`src/rtl/sfifo_rr_sched.sv`:
```
// sfifo_rr_sched: round-robin burst-limited drain of NSRC sfifos into one valid/ready stream; define SFIFO_RR_SCHED_PRIO_EN to add src_prio priority class
module sfifo_rr_sched #(
  parameter int SELW  = 2,
  parameter int WIDTH = 8,
  parameter int BURST = 4
) (
  input  logic                         clk,
  input  logic                         reset,
  input  logic [(1<<SELW)-1:0]         src_empty,
`ifdef SFIFO_RR_SCHED_PRIO_EN
  input  logic [(1<<SELW)-1:0]         src_prio,
`endif
  output logic [(1<<SELW)-1:0]         src_read,
  input  logic [(1<<SELW)*WIDTH-1:0]   src_rdata,
  output logic                         out_valid,
  input  logic                         out_ready,
  output logic [WIDTH-1:0]             out_data,
  output logic [SELW-1:0]              out_src,
  output logic                         busy
);
  localparam int NSRC = 1 << SELW;
  typedef enum logic [1:0] {IDLE, FETCH, CAPT, HOLD} state_t;
  state_t            state_q, state_d;
  logic [SELW-1:0]   ptr_q, ptr_d, sel_q, sel_d, hit, idx;
  logic [7:0]        cnt_q, cnt_d, cnt_inc;
  logic [NSRC-1:0]   src_read_q, src_read_d, mask;
  logic              out_valid_q, out_valid_d, busy_q, busy_d, found;
  logic [WIDTH-1:0]  out_data_q, out_data_d;
  logic [SELW-1:0]   out_src_q, out_src_d;
  // candidate search: continue the current burst, else first eligible source rotating from ptr
  always_comb begin
`ifdef SFIFO_RR_SCHED_PRIO_EN
    mask = |(~src_empty & src_prio) ? (~src_empty & src_prio) : ~src_empty;
`else
    mask = ~src_empty;
`endif
    found = 1'b0;
    hit = ptr_q;
    idx = ptr_q;
    for (int k = 0; k < NSRC; k++) begin
      idx = ptr_q + SELW'(k);
      if (!found && mask[idx]) begin
        found = 1'b1;
        hit = idx;
      end
    end
    if (cnt_q != 8'd0 && !src_empty[ptr_q]) begin
      found = 1'b1;
      hit = ptr_q;
    end
  end
  // next-state and registered-output computation
  always_comb begin
    state_d = state_q;
    ptr_d = ptr_q;
    sel_d = sel_q;
    cnt_d = cnt_q;
    cnt_inc = cnt_q + 8'd1;
    src_read_d = '0;
    out_valid_d = out_valid_q;
    out_data_d = out_data_q;
    out_src_d = out_src_q;
    case (state_q)
      IDLE: if (found) begin
        sel_d = hit;
        src_read_d[hit] = 1'b1;
        cnt_d = (hit == ptr_q) ? cnt_q : 8'd0;
        state_d = FETCH;
      end
      FETCH: state_d = CAPT;
      CAPT: begin
        out_data_d = src_rdata[sel_q*WIDTH +: WIDTH];
        out_src_d = sel_q;
        out_valid_d = 1'b1;
        state_d = HOLD;
      end
      default: if (out_ready) begin
        out_valid_d = 1'b0;
        cnt_d = (cnt_inc == 8'(BURST)) ? 8'd0 : cnt_inc;
        ptr_d = (cnt_inc == 8'(BURST)) ? sel_q + 1'b1 : sel_q;
        state_d = IDLE;
      end
    endcase
    busy_d = state_d != IDLE;
  end
  // state and output registers, cleared asynchronously so src_read drops with reset
  always_ff @(posedge clk or posedge reset) begin
    if (reset) begin
      state_q <= IDLE;
      ptr_q <= '0;
      sel_q <= '0;
      cnt_q <= '0;
      src_read_q <= '0;
      out_valid_q <= 1'b0;
      out_data_q <= '0;
      out_src_q <= '0;
      busy_q <= 1'b0;
    end else begin
      state_q <= state_d;
      ptr_q <= ptr_d;
      sel_q <= sel_d;
      cnt_q <= cnt_d;
      src_read_q <= src_read_d;
      out_valid_q <= out_valid_d;
      out_data_q <= out_data_d;
      out_src_q <= out_src_d;
      busy_q <= busy_d;
    end
  end
  assign src_read = src_read_q;
  assign out_valid = out_valid_q;
  assign out_data = out_data_q;
  assign out_src = out_src_q;
  assign busy = busy_q;
endmodule
```
`config.mk`:
```
export PLATFORM = sky130hd
export DESIGN_NAME = sfifo_rr_sched
export DESIGN_NICKNAME = d
export VERILOG_FILES = /design/src/rtl/sfifo_rr_sched.sv
export SDC_FILE = /design/constraint.sdc
export NUM_CORES = 1
export LEC_CHECK = 0
export BUFFER_PORTS_ARGS = -buffer_cell sky130_fd_sc_hd__buf_2
export CORE_MARGIN = 4
export CORE_UTILIZATION = 30
export CTS_CLUSTER_DIAMETER = 100
export DETAILED_ROUTE_END_ITERATION = 10
export GPL_TIMING_DRIVEN = 0
export PLACE_DENSITY = 0.62
export SKIP_CTS_REPAIR_TIMING = 1
export SYNTH_ARGS = -nofsm -noshare
export SYNTH_HDL_FRONTEND = slang
export SYNTH_SLANG_ARGS = --single-unit
```
`constraint.sdc`:
```
create_clock -name clk -period 2.1 [get_ports clk]
set_clock_uncertainty 0.1 [all_clocks]
set_input_delay 0.105 -clock clk [delete_from_list [all_inputs] [get_ports clk]]
set_output_delay 0.105 -clock clk [all_outputs]
set_load 0.03 [all_outputs]
```
Word level (Yosys, flattened, before mapping)
Cells that the tools add are included.
{"block": "word_totals", "register_bits": 30, "input_bits": 39, "out_inout_bits": 16, "word_cells": 86}
{"block": "classes", "n_addsub": 5, "n_lt_le_gt_ge": 6, "eq_ne": 6, "shift": 1, "mux": 34, "n_bitwise": 4, "n_reduce_logical": 21}
{"op": "$mux W8", "n": 4}
{"op": "$shiftx A32 B6 Y8", "n": 1}
{"op": "$pmux W8 S2", "n": 1}
{"op": "$lt A2 B3 Y1 const B", "n": 5}
{"op": "$mux W2", "n": 7}
{"op": "$mux W1", "n": 12}
{"op": "$bmux W1 S2", "n": 5}
{"op": "$add A8 B1 Y8 const B", "n": 1}
{"op": "$eq A8 B3 Y1 const B", "n": 1}
{"op": "$mux W4", "n": 2}
{"op": "$reduce_bool A8 Y1", "n": 1}
{"op": "$pmux W2 S3", "n": 1}
{"op": "$reduce_and A2 Y1", "n": 3}
{"op": "$reduce_bool A2 Y1", "n": 3}
{"op": "$logic_and A1 B1 Y1", "n": 5}
{"op": "$add A2 B1 Y2 const B", "n": 2}
{"op": "$add A2 B2 Y2 const B", "n": 2}
{"op": "$logic_not A1 Y1", "n": 4}
{"op": "$ne A2 B2 Y1 const B", "n": 2}
{"op": "$not A4 Y4", "n": 1}
{"op": "$reduce_and A4 Y1", "n": 1}
{"op": "$reduce_or A2 Y1", "n": 2}
{"op": "$not A1 Y1", "n": 3}
{"op": "$reduce_or A3 Y1", "n": 1}
{"op": "7 further kinds", "n": 7}

Longest topological paths before layout
Gate-level depths: netlist of run 1.
{"block": "logic_depth", "word_depth": 20, "mapped_depth": 6, "mapped_depth_nobuf": 6}

Worst setup path before layout of run 1
OpenSTA, ideal clock, no wires.
{"block": "synth_path", "path_kind": "flip-flop to flip-flop", "from": "reg state_q[0]", "to": "reg cnt_q[7]", "setup_time_ps": 76, "arrival_time_ps": 1677, "t_required_ps": 1924, "path_slack_ps": 246, "path_stages_with_launch": 7, "n_path_buf": 0, "period_less_slack_ps": 1854, "path_cell_list": "dfrtp_1 -> inv_1 -> ha_1 -> nor3b_4 -> nand4_2 -> or3_1 -> o21ai_1"}
{"block": "synth_via", "elab_chain_len": 4, "elab_cells_between_ends": 10, "cone_classes": "eq/ne (4); mux (1); bitwise (1); reduce/logical (4)"}
{"item": "start, declared", "line": "23", "source": "state_t state_q, state_d;"}
{"item": "start signal, assigned", "line": "99", "source": "state_q <= state_d;"}
{"item": "$eq A2 B2 Y1 or $eq A2 B1 Y1 (tied branches)", "line": "63", "source": "case (state_q)"}
{"item": "$reduce_or A2 Y1 (no source line)"}
{"item": "$not A1 Y1 (no source line)"}
{"item": "$reduce_and A4 Y1 (no source line)"}
{"item": "end signal, assigned", "line": "102", "source": "cnt_q <= cnt_d;"}
{"item": "end, declared", "line": "25", "source": "logic [7:0] cnt_q, cnt_d, cnt_inc;"}
Parallel ways exist; a longest one is shown, timed or not.
A chain may end at the register's enable or synchronous reset.

Final worst setup path of run 1
Same ends and word-level chain as after synthesis.

==> results of run 1 <==
==> layout by cell type (no fill, tap or decap), types with 2 or more instances in the layout <==
master,n
buf_2,53
dfrtp_1,30
nand2_1,15
mux2_2,11
nand3_1,8
mux4_2,8
o21ai_0,8
inv_1,7
ha_1,6
clkbuf_8,6
nor2_1,5
nor2b_1,5
buf_4,4
buf_6,3
nor3_1,3
a21oi_1,3
a31oi_1,3
o21bai_1,3
a22o_1,3
o21ai_1,3
clkbuf_1,2
xor2_1,2
nand3b_1,2
and3_1,2
bufinv_16,2
==> logic make-up after synthesis <==
kind of cell             synth area share
AO/OA/AOI/OAI                       0.138
adder cells (fa/ha/maj)            0.0423
AND/OR/NAND/NOR                     0.164
XOR/XNOR                          0.00986
buffers and inverters              0.0521
multiplexers                        0.171
flip-flops                          0.423
==> synth_stat cells, drive strengths merged, types with 2 or more instances <==
cell    number
dfrtp       30
nand2       15
mux2        11
o21ai       11
mux4         8
nand3        8
buf          7
inv          7
ha           6
nor2         5
nor2b        5
a21oi        3
a22o         3
a31oi        3
nor3         3
o21bai       3
and3         2
clkbuf       2
nand3b       2
nand4        2
nor3b        2
or2          2
xor2         2
==> power by group <==
group          leakage (nW)  internal [W]  switching (W)  total [W]
clock network        0.0714      0.000506       0.000216   0.000722
logic                 0.603      0.000758       0.000970    0.00173
registers             0.370      0.000819       0.000139   0.000958
total                  1.04       0.00208        0.00133    0.00341
==> per-layer routing <==
metal	vias up	global-route usage
met1	662	0.129
met5	-	0
met4	0	0.0259
met2	38	0.182
met3	0	0.0388
li1	697	-
==> layout make-up <==
type	count	area (µm²)
Timing Repair Buffer	54	280
Tap cell	72	90.1
Fill cell	574	3320
Multi-Input combinational cell	111	933
Sequential cell	30	751
Buffer	9	66.3
Clock inverter	2	60.1
Inverter	7	26.3
Clock buffer	6	82.6
==> path summary, 6_finish.rpt <==
path                                          from                       to  cells after the start  slack [ps]
min in group clk                     src_rdata[22]  out_data[6]$_DFFE_PP0P_                      3         170
setup / recovery              state_q[0]$_DFF_PP0_     cnt_q[7]$_DFFE_PP0P_                      6         150
hold / removal                               reset     cnt_q[2]$_DFFE_PP0P_                      2           5
max in group asynchronous                    reset  out_data[2]$_DFFE_PP0P_                      2        1220
hold reg to reg            out_data[2]$_DFFE_PP0P_  out_data[2]$_DFFE_PP0P_                      1         400
setup reg to reg              state_q[0]$_DFF_PP0_     cnt_q[7]$_DFFE_PP0P_                      6         150
==> sequential cells by signal, indices dropped and copies added (netlist names) <==
signal / cells
busy: 1
out_src: 2
out_data: 8
out_valid: 1
cnt_q: 8
sel_q: 2
src_read: 4
state_q: 2
ptr_q: 2
==> per-stage QoR <==
stage               cell area [µm²]  power [W]
CTS                            2260    0.00344
detailed placement             2120    0.00270
finish                         2290    0.00341
floorplan                      1780    0.00229
global placement               2120    0.00267
global route                   2290    0.00366
==> flow_metrics.py, run 1 <==
metrics = {
    "run_status": {
        "status": "complete, no violations",
    },
    "route": {
        "met2RoutedLength_um": 1780,
        "met1_length_um": 1620,
        "drc_errors": 0,
        "wl_um": 3690,
        "antenna_left": 0,
        "post_drt_via_cell_ratio": 4.80,
        "via_count": 1397,
        "first_pass_iters": 4,
        "wl_met3_um": 287,
        "top_layer": "met3",
        "routedWlPerCell_um": 12.7,
        "drt_iter0_drc": 82,
    },
    "synthesis": {
        "synth_nets": 202,
        "yosys.area.top_type": "dfrtp_1",
        "yosysSeqAreaShare": 0.423,
        "yosys_warnings": 0,
        "synthFlopType": "dfrtp_1",
        "ys_ff_latch": 30,
        "avgSynthCellArea_um2": 11.3,
        "async_flop_share": 1.00,
        "synth_area_leaders": "dfrtp_1 (42%), mux4_2 (10%), mux2_2 (7.0%), ha_1 (4.2%), nand2_1 (3.2%)",
        "yosysUniqueCellTypes": 44,
        "syn-cell-area_mm2": 0.00178,
        "netlist_instances": 157,
        "synth_top_area_share": 0.423,
        "synth_edf_count": 0,
    },
    "floorplan": {
        "rows": 27,
        "io_pins": 55,
        "die_y_um": 85.0,
        "start_util": 0.317,
        "core_mm2": 0.00561,
        "die_w_um": 85.0,
        "dieArea_mm2": 0.00722,
    },
    "clock_network": {
        "path_clk_slew_ps": 70,
        "root_buffer": "clkbuf_8",
        "clkLatencyLatePin_ps": 280,
        "h-tree-depth": 2,
        "clock-sinks": 30,
        "clockBufferDepth": 2,
        "cts_made_buffers": 5,
        "cts_tree": "built",
    },
    "job": {
        "maxCapViolCount": 0,
    },
    "critical_path": {
        "criticalPathCategory": "reg -> reg",
        "start_kind": "register",
        "cp_cell_sequence": "inv_1 -> ha_1 -> nor3b_4 -> nand4_2 -> or3_1 -> o21ai_1",
        "max_stage_delay_ps": 410,
        "cp.arrival_ps": 2060,
        "worstPathBufferInverterCount": 1,
        "worstPathRequired_ps": 2210,
        "cp_top_family": "simple AND/OR/NAND/NOR gates",
        "worst_path_max_delay_cell": "ha_1",
        "crit_path_end_kind": "register",
        "critPathMaxFanout": 4,
    },
    "pwr": {
        "leakage_nw": 1.04,
        "ir_worst_vdd_v": 0.000572,
        "powerDensity_mw_per_mm2": 1490,
    },
    "min_path": {
        "min_path_type": "in -> async",
    },
    "placed_design": {
        "gp_congestion": 0.730,
        "post-place-ws_ps": 44.7,
        "portBuffers": 51,
        "dpl.hpwl_um": 2830,
        "dp_cells": 280,
    },
    "global_routing": {
        "grt_max_degree": 31,
        "antenna_found_initial": 0,
        "track_usage": 0.107,
        "overflow": 0,
        "grt_pass1_vias": 1435,
        "grt_pass1_wl_um": 6390,
    },
    "cells_and_area": {
        "fin_cells": 291,
        "nets": 263,
        "syn_to_final_growth_pct": 28.9,
        "drive_gt1_frac": 0.425,
        "final_util": 0.408,
        "antenna_cells": 0,
    },
    "sta": {
        "setup-violations-final": 0,
        "holdWs_ps": 4.76,
        "slew_viol_final": 0,
        "grt_setup_unrepaired": "no",
        "fin_tns_setup_ps": 0,
        "slew_headroom": 0.259,
        "period_minus_slack_ps": 1950,
        "setup_ws_ps": 146,
        "finalHoldViolations": 0,
        "worstMarginPinSlew_ps": 1110,
        "fmax_mhz": 512,
        "layout_worst_path_cycle_share": 0.931,
    },
}
Note: power is estimated with default switching activity, not from simulation.
==> run 2, diff against run 1 <==
clock period = 2.4 ns   (was 2.1 ns; I/O delays follow)
==> run 2 against run 1 <==
Routed wire length is 0.46% lower; clock power is 13% lower; critical path depth stayed put; clock-buffer cell count stayed put; cell count is 0.69% lower; largest power group unchanged; highest routed layer unchanged.
==> flow_metrics.py, run 2 (synthesis results as in run 1) <==
metrics = {
    "route": {
        "drc_errors": 0,
        "post_drt_via_cell_ratio": 4.81,
        "wl_um": 3670,
        "via_count": 1389,
        "first_pass_iters": 4,
        "routedWlPerCell_um": 12.7,
        "antenna_left": 0,
        "drt_iter0_drc": 87,
    },
    "global_routing": {
        "antenna_found_initial": 0,
        "overflow": 0,
        "grt_pass1_wl_um": 6390,
        "track_usage": 0.107,
        "grt_pass1_vias": 1435,
        "grt_max_degree": 31,
    },
    "placed_design": {
        "gp_congestion": 0.730,
        "place_area_mm2": 0.00212,
        "portBuffers": 51,
        "post-place-ws_ps": 345,
        "dpl.hpwl_um": 2830,
    },
    "critical_path": {
        "worstPathRequired_ps": 2510,
        "cp_cell_sequence": "inv_1 -> ha_1 -> nor3b_4 -> nand4_2 -> or3_1 -> o21ai_1",
        "reg2reg_from": "state_q[0]$_DFF_PP0_",
        "crit_path_end_kind": "register",
        "rrSetupSlack_ps": 350,
        "cp.arrival_ps": 2160,
        "max_stage_delay_ps": 410,
        "crit-reg2reg-capture": "cnt_q[7]$_DFFE_PP0P_",
        "start_kind": "register",
        "worst_path_max_delay_cell": "ha_1",
        "criticalPathCategory": "reg -> reg",
        "critPathMaxFanout": 7,
        "reg2reg_depth": 6,
    },
    "clock_network": {
        "root_buffer": "clkbuf_8",
        "h-tree-depth": 2,
        "clkLatencyLatePin_ps": 270,
        "clock-sinks": 30,
        "cts_made_buffers": 5,
        "clockBufferDepth": 2,
        "cts_tree": "built",
        "path_clk_slew_ps": 70,
    },
    "cells_and_area": {
        "layout.cells.most_common_list": "buf_2 (53), dfrtp_1 (30), nand2_1 (15)",
        "syn_to_final_growth_pct": 28.0,
        "fillers": 574,
        "seq_area_um2": 751,
        "antenna_cells": 0,
        "nets": 261,
        "multi_input_area_um2": 933,
        "final_util": 0.406,
        "stdcell_area_mm2": 0.00227,
        "drive_gt1_frac": 0.419,
        "mostFrequentLayoutCell": "buf_2",
    },
    "floorplan": {
        "core_mm2": 0.00561,
        "dieArea_mm2": 0.00722,
        "rows": 27,
        "die_w_um": 85.0,
        "die_y_um": 85.0,
        "start_util": 0.317,
        "io_pins": 55,
    },
    "sta": {
        "layout_worst_path_cycle_share": 0.854,
        "setup_ws_ps": 350,
        "fmax_mhz": 488,
        "slew_viol_final": 0,
        "setup-violations-final": 0,
        "grt_setup_unrepaired": "no",
        "finalHoldViolations": 0,
        "fin_tns_setup_ps": 0,
        "holdWs_ps": 20.8,
        "worstMarginPinSlew_ps": 1110,
        "period_minus_slack_ps": 2050,
        "slew_headroom": 0.258,
    },
    "min_path": {
        "min_path_type": "in -> async",
    },
    "pwr": {
        "powerDensity_mw_per_mm2": 1300,
        "ir_worst_vdd_v": 0.000500,
        "leakage_nw": 1.03,
    },
    "run_status": {
        "status": "complete, no violations",
    },
    "job": {
        "maxCapViolCount": 0,
    },
}
-- run 2: stage by stage --
step                total power [W]  std cells
finish                      0.00296        289
global route                0.00318        289
CTS                         0.00301        288
detailed placement          0.00236        280
global placement            0.00233        280
floorplan                   0.00200        157
-- run 2: report_power, final --
part | internal (W) | switching, W | leakage, nW
Clock | 0.000443 | 0.000188 | 0.0714
Combinational | 0.000644 | 0.000844 | 0.592
Sequential | 0.000716 | 0.000122 | 0.370
-- run 2: worst max-delay path by stage --
stage	from	to	slack [ps]	cells past startpoint
final	state_q[0]$_DFF_PP0_	cnt_q[7]$_DFFE_PP0P_	350	6
after global routing	state_q[0]$_DFF_PP0_	cnt_q[7]$_DFFE_PP0P_	210	6
after CTS	state_q[0]$_DFF_PP0_	cnt_q[7]$_DFFE_PP0P_	340	6
after detailed placement	state_q[0]$_DFF_PP0_	cnt_q[7]$_DFFE_PP0P_	340	6
after global placement	state_q[0]$_DFF_PP0_	cnt_q[7]$_DFFE_PP0P_	390	6
after floorplan	state_q[0]$_DFF_PP0_	cnt_q[7]$_DFFE_PP0P_	550	6
-- run 2: critical path: cells and delay by family (launching register included) --
| family | cells | cell delay [ps] |
|---|---|---|
| buffers and inverters | 1 | 100 |
| adders and majority gates | 1 | 410 |
| DFF | 1 | 400 |
| AOI/OAI and AO/OA | 1 | 80 |
| and+or+nand+nor | 3 | 890 |
-- run 2: layer usage --
metal | vias to the layer above | track usage | part of all wire
met5 | - | 0 | 0
li1 | 692 | - | -
met2 | 40 | 0.182 | 0.48
met1 | 657 | 0.129 | 0.44
met4 | 0 | 0.0259 | 0
met3 | 0 | 0.0388 | 0.079
-- run 2: cell type report --
class / count / share of cell area
Multi-Input combinational cell: 111 / 0.410
Sequential cell: 30 / 0.330
Timing Repair Buffer: 52 / 0.117
Tap cell: 72 / 0.0396
Clock buffer: 6 / 0.0363
Buffer: 9 / 0.0292
Clock inverter: 2 / 0.0264
Inverter: 7 / 0.0116
==> run 3, diff against run 2 <==
CORE_UTILIZATION = 45   (was 30)
PLACE_DENSITY = 0.82   (was 0.62)
RECOVER_POWER = 100   (was unset)
==> run 3 against run 2 <==
First-iteration DRC count is 48% lower; sequential cell count stayed put; sequential share of layout area is 1.8 points higher; final area is 5.1% lower; register-to-register slack hardly changed; die area is 30% lower; routed wire length is 0.49% lower; worst setup slack better by 1.7 ps; largest power group unchanged.
==> flow_metrics.py, run 3 (synthesis results as in run 1) <==
metrics = {
    "placed_design": {
        "gp_congestion": 0.782,
        "portBuffers": 51,
        "dpl.hpwl_um": 2710,
        "dp_cells": 256,
    },
    "cells_and_area": {
        "mostFrequentLayoutCell": "buf_2",
        "final_util": 0.577,
        "fillers": 344,
        "syn_to_final_growth_pct": 21.5,
        "fin_cells": 265,
        "drive_gt1_frac": 0.341,
        "nets": 261,
        "antenna_cells": 0,
        "layout.cells.most_common_list": "buf_2 (37), dfrtp_1 (30), clkbuf_1 (18)",
    },
    "sta": {
        "slew_headroom": 0.267,
        "worstMarginPinSlew_ps": 1100,
        "holdWs_ps": 2.69,
        "finalHoldViolations": 0,
        "fin_tns_setup_ps": 0,
        "period_minus_slack_ps": 2050,
        "layout_worst_path_cycle_share": 0.853,
        "grt_setup_unrepaired": "no",
        "setup-violations-final": 0,
        "fmax_mhz": 488,
        "slew_viol_final": 0,
    },
    "route": {
        "antenna_left": 0,
        "routedWlPerCell_um": 13.8,
        "wl_um": 3650,
        "drt_iter0_drc": 45,
        "drc_errors": 0,
        "via_count": 1427,
        "first_pass_iters": 4,
        "post_drt_via_cell_ratio": 5.38,
    },
    "clock_network": {
        "cts_tree": "built",
        "root_buffer": "clkbuf_8",
        "clkLatencyLatePin_ps": 280,
        "clock-sinks": 30,
        "cts_made_buffers": 5,
        "path_clk_slew_ps": 60,
        "clockBufferDepth": 2,
        "h-tree-depth": 2,
    },
    "pwr": {
        "powerDensity_mw_per_mm2": 1250,
        "leakage_nw": 0.943,
        "ir_worst_vdd_v": 0.000392,
        "p_total_w": 0.00270,
    },
    "critical_path": {
        "reg2reg_depth": 4,
        "crit_path_end_kind": "register",
        "worstPathRequired_ps": 2430,
        "cp_top_family": "compound AO/OA/AOI/OAI gates",
        "crit-reg2reg-capture": "cnt_q[2]$_DFFE_PP0P_",
        "max_stage_delay_ps": 690,
        "cp.arrival_ps": 2070,
        "cp_cell_sequence": "inv_1 -> ha_1 -> a2111oi_2 -> o21ai_0",
        "rrSetupSlack_ps": 350,
        "critPathMaxFanout": 7,
        "start_kind": "register",
        "worstPathBufferInverterCount": 1,
        "criticalPathCategory": "reg -> reg",
        "worst_path_max_delay_cell": "a2111oi_2",
        "reg2reg_from": "state_q[0]$_DFF_PP0_",
    },
    "floorplan": {
        "core_mm2": 0.00374,
        "rows": 22,
        "die_y_um": 70.8,
        "dieArea_mm2": 0.00502,
        "die_w_um": 70.8,
        "start_util": 0.475,
        "io_pins": 55,
    },
    "job": {
        "maxCapViolCount": 0,
    },
    "global_routing": {
        "antenna_found_initial": 0,
        "grt_max_degree": 31,
        "grt_pass1_vias": 1341,
        "grt_pass1_wl_um": 6180,
        "track_usage": 0.157,
        "overflow": 0,
    },
    "run_status": {
        "status": "complete, no violations",
    },
    "min_path": {
        "min_path_type": "in -> async",
    },
}
[run 3: cell types whose count changed in the layout (fill, tap and decap cells not counted), moves of 2 or more]
cell       change
bufinv_16      -2
buf_2         -16
clkbuf_1      +16
o21ai_0        +2
o21ai_1        -2
[run 3: worst reg2reg max path: stages, from the launching register on]
cell and delay (ps):
dfrtp_1 400, inv_1 90, ha_1 400, a2111oi_2 690
o21ai_0 220
[run 3: final cells by class]
class	instances	area (µm²)	share of cell area
Clock inverter	2	12.5	0.00580
Buffer	9	66.3	0.0307
Tap cell	48	60.1	0.0278
Timing Repair Buffer	52	245	0.114
Inverter	7	26.3	0.0122
Clock buffer	6	82.6	0.0383
Sequential cell	30	751	0.348
Multi-Input combinational cell	111	915	0.424
[run 3: how the worst max path moves through the flow]
stage,from,end,cells past startpoint
final,state_q[0]$_DFF_PP0_,cnt_q[2]$_DFFE_PP0P_,4
after CTS,state_q[0]$_DFF_PP0_,cnt_q[7]$_DFFE_PP0P_,6
after global routing,state_q[0]$_DFF_PP0_,cnt_q[7]$_DFFE_PP0P_,6
after global placement,state_q[0]$_DFF_PP0_,cnt_q[7]$_DFFE_PP0P_,6
after floorplan,state_q[0]$_DFF_PP0_,cnt_q[7]$_DFFE_PP0P_,6
after detailed placement,state_q[0]$_DFF_PP0_,cnt_q[7]$_DFFE_PP0P_,6
[run 3: per-layer routing]
layer / GRT usage / wire length, µm / up-vias
li1: - / - / 695
met1: 0.188 / 1530 / 689
met2: 0.252 / 1800 / 39
met3: 0.0724 / 293 / 4
met4: 0.0480 / 37 / 0
met5: 0 / 0 / -
[run 3: metrics by stage]
step                worst slack (ps)  area (µm²)
finish                           352        2160
CTS                              353        2190
floorplan                        546        1780
global placement                 403        2090
detailed placement               356        2090
global route                     125        2160
[run 3: power by group]
group / switching, W / leakage [nW] / internal [W]
clock: 0.000187 / 0.0472 / 0.000230
combinational: 0.000834 / 0.526 / 0.000600
sequential: 0.000129 / 0.370 / 0.000717
